$ cat config.mk
export PLATFORM = sky130hd
export DESIGN_NAME = baud_gen
export DESIGN_NICKNAME = d
export VERILOG_FILES = /design/src/rtl/uart_pkg.sv /design/src/rtl/tick_counter.sv /design/src/rtl/baud_gen.sv
export SDC_FILE = /design/constraint.sdc
export NUM_CORES = 1
export LEC_CHECK = 0
export BUFFER_PORTS_ARGS = -buffer_cell sky130_fd_sc_hd__buf_4
export CAP_MARGIN = 10
export CORE_MARGIN = 2
export CORE_UTILIZATION = 40
export CTS_BUF_LIST = sky130_fd_sc_hd__clkbuf_8
export CTS_CLUSTER_DIAMETER = 80
export DETAILED_ROUTE_END_ITERATION = 12
export PLACE_DENSITY_LB_ADDON = 0.12
export SYNTH_ARGS = -nofsm -noshare
export SYNTH_HDL_FRONTEND = slang
export SYNTH_HIERARCHICAL = 1
export SYNTH_SLANG_ARGS = --single-unit
$ cat constraint.sdc
create_clock -name inp_clk -period 3.3 [get_ports inp_clk]
set_input_delay 0.495 -clock inp_clk [delete_from_list [all_inputs] [get_ports inp_clk]]
set_output_delay 0.495 -clock inp_clk [all_outputs]
set_load 0.05 [all_outputs]
$ cat src/rtl/uart_pkg.sv
// uart_pkg: constants shared by the UART clocking blocks.
//   UART_CNT_W       - width of the divisor and the oversample counter
//   UART_OVERSAMPLE  - oversample ticks per baud period
//   UART_DEFAULT_DIV - reset divisor: 100 MHz / 16 / 230400 ~= 27
package uart_pkg;

    localparam int UART_CNT_W       = 16;
    localparam int UART_OVERSAMPLE  = 16;
    localparam int UART_DEFAULT_DIV = 27;

endpackage

$ cat src/rtl/tick_counter.sv
// tick_counter: wrapping up-counter with synchronous clear.
//   clk  in  - clock
//   rst  in  - synchronous active-high reset
//   inc  in  - advance the count this cycle
//   clr  in  - force the count to zero (beats inc)
//   max  in  - terminal value; the count returns to zero after it
//   cnt  out - current count
//   wrap out - inc is asserted and the count is at (or past) max
module tick_counter #(
    parameter int W = 8
) (
    input  logic         clk,
    input  logic         rst,
    input  logic         inc,
    input  logic         clr,
    input  logic [W-1:0] max,
    output logic [W-1:0] cnt,
    output logic         wrap
);

    logic [W-1:0] cnt_q;
    logic [W-1:0] cnt_d;

    // ">=" rather than "==": a divisor shrunk while idle can leave the count
    // above the new terminal value, and it must still return to zero.
    assign wrap = inc && (cnt_q >= max);
    assign cnt  = cnt_q;

    always_comb begin
        cnt_d = cnt_q;
        if (clr) begin
            cnt_d = '0;
        end else if (wrap) begin
            cnt_d = '0;
        end else if (inc) begin
            cnt_d = cnt_q + W'(1);
        end
    end

    always_ff @(posedge clk) begin
        if (rst) begin
            cnt_q <= '0;
        end else begin
            cnt_q <= cnt_d;
        end
    end

endmodule

$ cat src/rtl/baud_gen.sv
// baud_gen: programmable baud-rate generator.
//   inp_clk     in  - system clock
//   rst         in  - synchronous active-high reset
//   en          in  - count enable
//   sync_clr    in  - realign phase: clears both counters
//   div_wr      in  - one-cycle write strobe for div_val
//   div_val     in  - new divisor (inp_clk cycles per oversample tick)
//   os_tick     out - one-cycle pulse per oversample period
//   baud_tick   out - one-cycle pulse per baud period
//   out_clk     out - baud-rate square wave (low first half, high second)
//   div_pending out - a written divisor is waiting to be applied
module baud_gen
    import uart_pkg::*;
#(
    parameter int CNT_W       = UART_CNT_W,
    parameter int OVERSAMPLE  = UART_OVERSAMPLE,
    parameter int DEFAULT_DIV = UART_DEFAULT_DIV
) (
    input  logic             inp_clk,
    input  logic             rst,
    input  logic             en,
    input  logic             sync_clr,
    input  logic             div_wr,
    input  logic [CNT_W-1:0] div_val,
    output logic             os_tick,
    output logic             baud_tick,
    output logic             out_clk,
    output logic             div_pending
);

    localparam int PH_W = $clog2(OVERSAMPLE);

    logic [CNT_W-1:0] div_act_q, div_act_d;
    logic [CNT_W-1:0] div_shd_q, div_shd_d;
    logic             div_pending_q, div_pending_d;
    logic             os_tick_q, baud_tick_q, out_clk_q, out_clk_d;

    logic [CNT_W-1:0] os_max;
    logic [CNT_W-1:0] os_cnt;
    logic [PH_W-1:0]  ph_cnt;
    logic [PH_W-1:0]  ph_next;
    logic             counting, os_wrap, ph_wrap, apply;

    assign counting = en && !sync_clr;

    // A divisor of 0 behaves as 1.
    assign os_max = (div_act_q == '0) ? '0 : div_act_q - CNT_W'(1);

    tick_counter #(.W(CNT_W)) u_os_cnt (
        .clk  (inp_clk),
        .rst  (rst),
        .inc  (counting),
        .clr  (sync_clr),
        .max  (os_max),
        .cnt  (os_cnt),
        .wrap (os_wrap)
    );

    tick_counter #(.W(PH_W)) u_ph_cnt (
        .clk  (inp_clk),
        .rst  (rst),
        .inc  (os_wrap),
        .clr  (sync_clr),
        .max  (PH_W'(OVERSAMPLE - 1)),
        .cnt  (ph_cnt),
        .wrap (ph_wrap)
    );

    // OVERSAMPLE is a power of two, so the natural PH_W-bit wrap is mod OVERSAMPLE.
    assign ph_next = os_wrap ? ph_cnt + PH_W'(1) : ph_cnt;

    // The shadow is only promoted where the counter is at a period boundary or frozen.
    assign apply = os_wrap || sync_clr || !en;

    always_comb begin
        div_act_d     = div_act_q;
        div_shd_d     = div_shd_q;
        div_pending_d = div_pending_q;
        if (apply) begin
            div_pending_d = 1'b0;
            if (div_wr) begin
                div_act_d = div_val;
                div_shd_d = div_val;
            end else begin
                div_act_d = div_shd_q;
            end
        end else if (div_wr) begin
            div_shd_d     = div_val;
            div_pending_d = 1'b1;
        end
    end

    always_comb begin
        out_clk_d = out_clk_q;
        if (sync_clr) begin
            out_clk_d = 1'b0;
        end else if (en) begin
            out_clk_d = (ph_next >= PH_W'(OVERSAMPLE / 2));
        end
    end

    always_ff @(posedge inp_clk) begin
        if (rst) begin
            div_act_q     <= CNT_W'(DEFAULT_DIV);
            div_shd_q     <= CNT_W'(DEFAULT_DIV);
            div_pending_q <= 1'b0;
            os_tick_q     <= 1'b0;
            baud_tick_q   <= 1'b0;
            out_clk_q     <= 1'b0;
        end else begin
            div_act_q     <= div_act_d;
            div_shd_q     <= div_shd_d;
            div_pending_q <= div_pending_d;
            os_tick_q     <= os_wrap;
            baud_tick_q   <= ph_wrap;
            out_clk_q     <= out_clk_d;
        end
    end

    assign os_tick     = os_tick_q;
    assign baud_tick   = baud_tick_q;
    assign out_clk     = out_clk_q;
    assign div_pending = div_pending_q;

endmodule

==> results.md <==
- Status: complete, but fails checks
- Violated checks: negative setup slack
- CP Max Fanout: 4
- Number of port buffers: 24
- Pint: 995 uW
- Switching Share: 29.3%
- Clk slew on worst S/H paths: 0.11 ns
- Fin nets: 454
- Post-synthesis xor/xnor area fraction: 7.32%
- Via count: 2507
- Setup Skew: 0.00841 ns
- Setup CP Type: register to register
- Antenna violations before repair: 0
- Cells along the critical path: nor4_4 > nand4_2 > or4_1 > a21oi_1 > inv_1 > ha_4 > nand4_4 > nor3_4 > nand4_1 > a31oi_4 > nand4_1 > xor2_1 > a2111oi_1
- First-pass DRT Iterations: 4
- Simple-Gate Fraction of Synth Area: 25.5%
- Drt initial violations: 65
- Most numerous cell on the critical path: nand4_1
- Antenna-violating nets left: 0
- Fillers: 726
- Post-synth top cells: 56 x dfxtp_1, 41 x nor2_1, 28 x inv_1
- Synth top area share: 36.0%
- Synth Register Bits: 56
- Largest net degree at the start of global routing: 23
- # clock sinks: 56
- Post-Synth Adder-Cell Area: 9.25%
- Main combinational cell family by area after synthesis: simple AND/OR/NAND/NOR gates
- Layout cell share with drive strength beyond 1: 29.4%
- # DRC: 0
- Htree depth: 2
- Worst slew margin: 55.0%
- Top cells by area, synth: dfxtp_1 36%, ha_1 9.3%, xor2_1 5.3%
- Post-route cell area: 3940 sq um
- WL met1: 3.14 mm
- Vias in the first global route: 2422
- Die ar.: 8500 sq um
- DP Area: 3650 sq um
- CTS tree: built
- Multiplexer share of the synthesized area: 4.87%
- Power Density: 357 nW/um^2
- Worst EP required: 3.51 ns
- Fin crit share: 101%
- Distinct cells, synth: 53
- Main synth FF type: dfxtp_1
- Worst min path class: input pin to register
- Area Overhead vs Synth: 26.5%
- Via density: 4.89
- Combinational share of power: 19.2%
- NetSw: 412 uW
- Synth Area in Compound Gates: 11.8%
- DRT Wirelength: 6.68 mm
- GP Congestion: 0.773
- Endpoint class of the critical path: register
- Slew @ Worst Pin: 0.673 ns
- Post-synthesis sequential area ratio: 36.0%
- Total track usage: 16.6%
- Clk pwr share: 29.1%
- Final core occ: 51.5%
- Lkg Pwr: 1.71 nW
- Max-cap violations: 0
- Crit-path slowest cell: or4_1
- Starting Density: 40.7%
- Peak VDD IR: 0.000211 V
- Post-synth ARST share: 0%
- Final HPWL DP: 4.76 mm
- First-pass GRT wire length: 11.4 mm
- Setup violators final: 1
- Core Rows: 32
- Number of synthesized flops with an enable pin: 0
- Setup ws final: -0.0271 ns
- Die X-Extent: 92.2 um
- Critical Path AT: 3.53 ns
- Slew Viols, Final: 0
- Max Clock Freq: 0.301 GHz
- Core Region: 7650 sq um
- Total Power: 1.41 mW
- Count leader, synth: dfxtp_1
- Hold WS: 0.363 ns
- WL met2: 3.31 mm
- Wire length per cell: 13.0 um
- Yosys top cell by area: dfxtp_1
- Final hold vios: 0
- CTS root buffer: clkbuf_8
- RSZ-0062 raised after global routing: yes
- Synth Cell Area: 3110 sq um
- Minimum clock period after layout: 3.33 ns
- Die span in y: 92.2 um
- Grt ovf: 0
- Top Ports: 25
- Startpoint Class: register
- CTS buffer count: 5
- WL met3: 148 um
- Max clock buf depth: 2
- Top sig layer: met4
- # diodes: 0
- Total of warnings raised by yosys: 6
- Clock latency at the later pin of the worst-skew pair: 0.32 ns
- Max stage delay on crit path: 0.40 ns
- Syn Inst Count: 343
- Mean post-synth cell area: 9.07 sq um
- Sequential share of power: 51.7%
==> layer usage <==
| layer | up-vias | GRT usage, % |
|---|---|---|
| li1 | 1305 | - |
| met3 | 6 | 2.71 |
| met2 | 20 | 29.4 |
| met1 | 1176 | 21.3 |
| met5 | - | 0 |
| met4 | 0 | 3.36 |
==> metrics by stage <==
stage	cells	setup slack, ns	setup TNS, ns
3_3_place_gp	493	-0.0619	-0.0649
3_5_place_dp	493	-0.162	-0.725
6_report	513	-0.0271	-0.0271
2_1_floorplan	346	0.0522	0
4_1_cts	506	0.00859	0
5_1_grt	513	-0.267	-2.33
==> worst max-delay path: cells and delay by family, from the launching register on <==
| kind | cells | cell delay [ns] |
|---|---|---|
| simple gates | 7 | 1.51 |
| compound gates | 3 | 0.81 |
| flops | 1 | 0.35 |
| buf+inv | 1 | 0.09 |
| xor+xnor | 1 | 0.16 |
| fa+ha+maj | 1 | 0.28 |
==> final timing paths <==
kind / startpoint / endpoint / slack [ns] / cells past startpoint
min reg2reg: div_pending$_SDFFE_PP0P_ / div_pending$_SDFFE_PP0P_ / 0.49 / 1
max: div_act_q[3]$_SDFFE_PP1P_ / out_clk$_SDFFE_PP0P_ / -0.03 / 13
min: sync_clr / out_clk$_SDFFE_PP0P_ / 0.36 / 2
max reg2reg: div_act_q[3]$_SDFFE_PP1P_ / out_clk$_SDFFE_PP0P_ / -0.03 / 13
==> final cells by class <==
| type | count | area [sq um] | area share (%) |
|---|---|---|---|
| sequential | 56 | 1120 | 28.6 |
| clock buffer | 5 | 68.8 | 1.75 |
| timing repair buffer | 67 | 528 | 13.4 |
| clock inverter | 3 | 25.0 | 0.636 |
| inverter | 28 | 105 | 2.67 |
| tap | 102 | 128 | 3.24 |
| multi-input combinational | 252 | 1960 | 49.7 |
==> cell families after synthesis <==
family	after synthesis
compound gates	47
other cells	1
simple gates	137
mux	15
flops	56
fa+ha+maj	23
xor+xnor	26
buf+inv	38
==> registers in the layout (all words and copies together), names as in the netlist <==
signal / cells
div_act_q: 16
u_os_cnt/cnt: 16
u_ph_cnt/cnt: 4
os_tick: 1
out_clk: 1
baud_tick: 1
div_pending: 1
div_shd_q: 16
==> cell usage in the layout (no fill, tap or decap), drive strengths merged, types with 4 or more instances in the layout <==
cell type	n
mux2i	14
o21ai	5
clkbuf	5
buf	67
dfxtp	56
nor2	53
nor3	9
a211oi	5
nor2b	10
nand3	5
conb	4
xor2	19
a21oi	11
inv	30
nand4	11
o22a	11
nand2b	7
xnor2	7
ha	23
nor4	4
nand2	25
==> timing repair <==
action                                  CTS  global route
hold buffers                              0             0
endpoints found under the setup margin   20            34
buffers inserted                          5             7
pin swaps                                 7            15
resized for setup                         6            12
endpoints found under the hold margin     0             0
==> power groups by stage <==
stage                     logic, mW  registers, mW  clock network (mW)
final                         0.270          0.727               0.409
after global routing          0.299          0.732               0.448
after CTS                     0.250          0.726               0.424
after detailed placement      0.246          0.742                   0
after global placement        0.242          0.741                   0
after floorplan               0.149          0.747                   0
No activity file was read; power rests on OpenSTA's default activity.
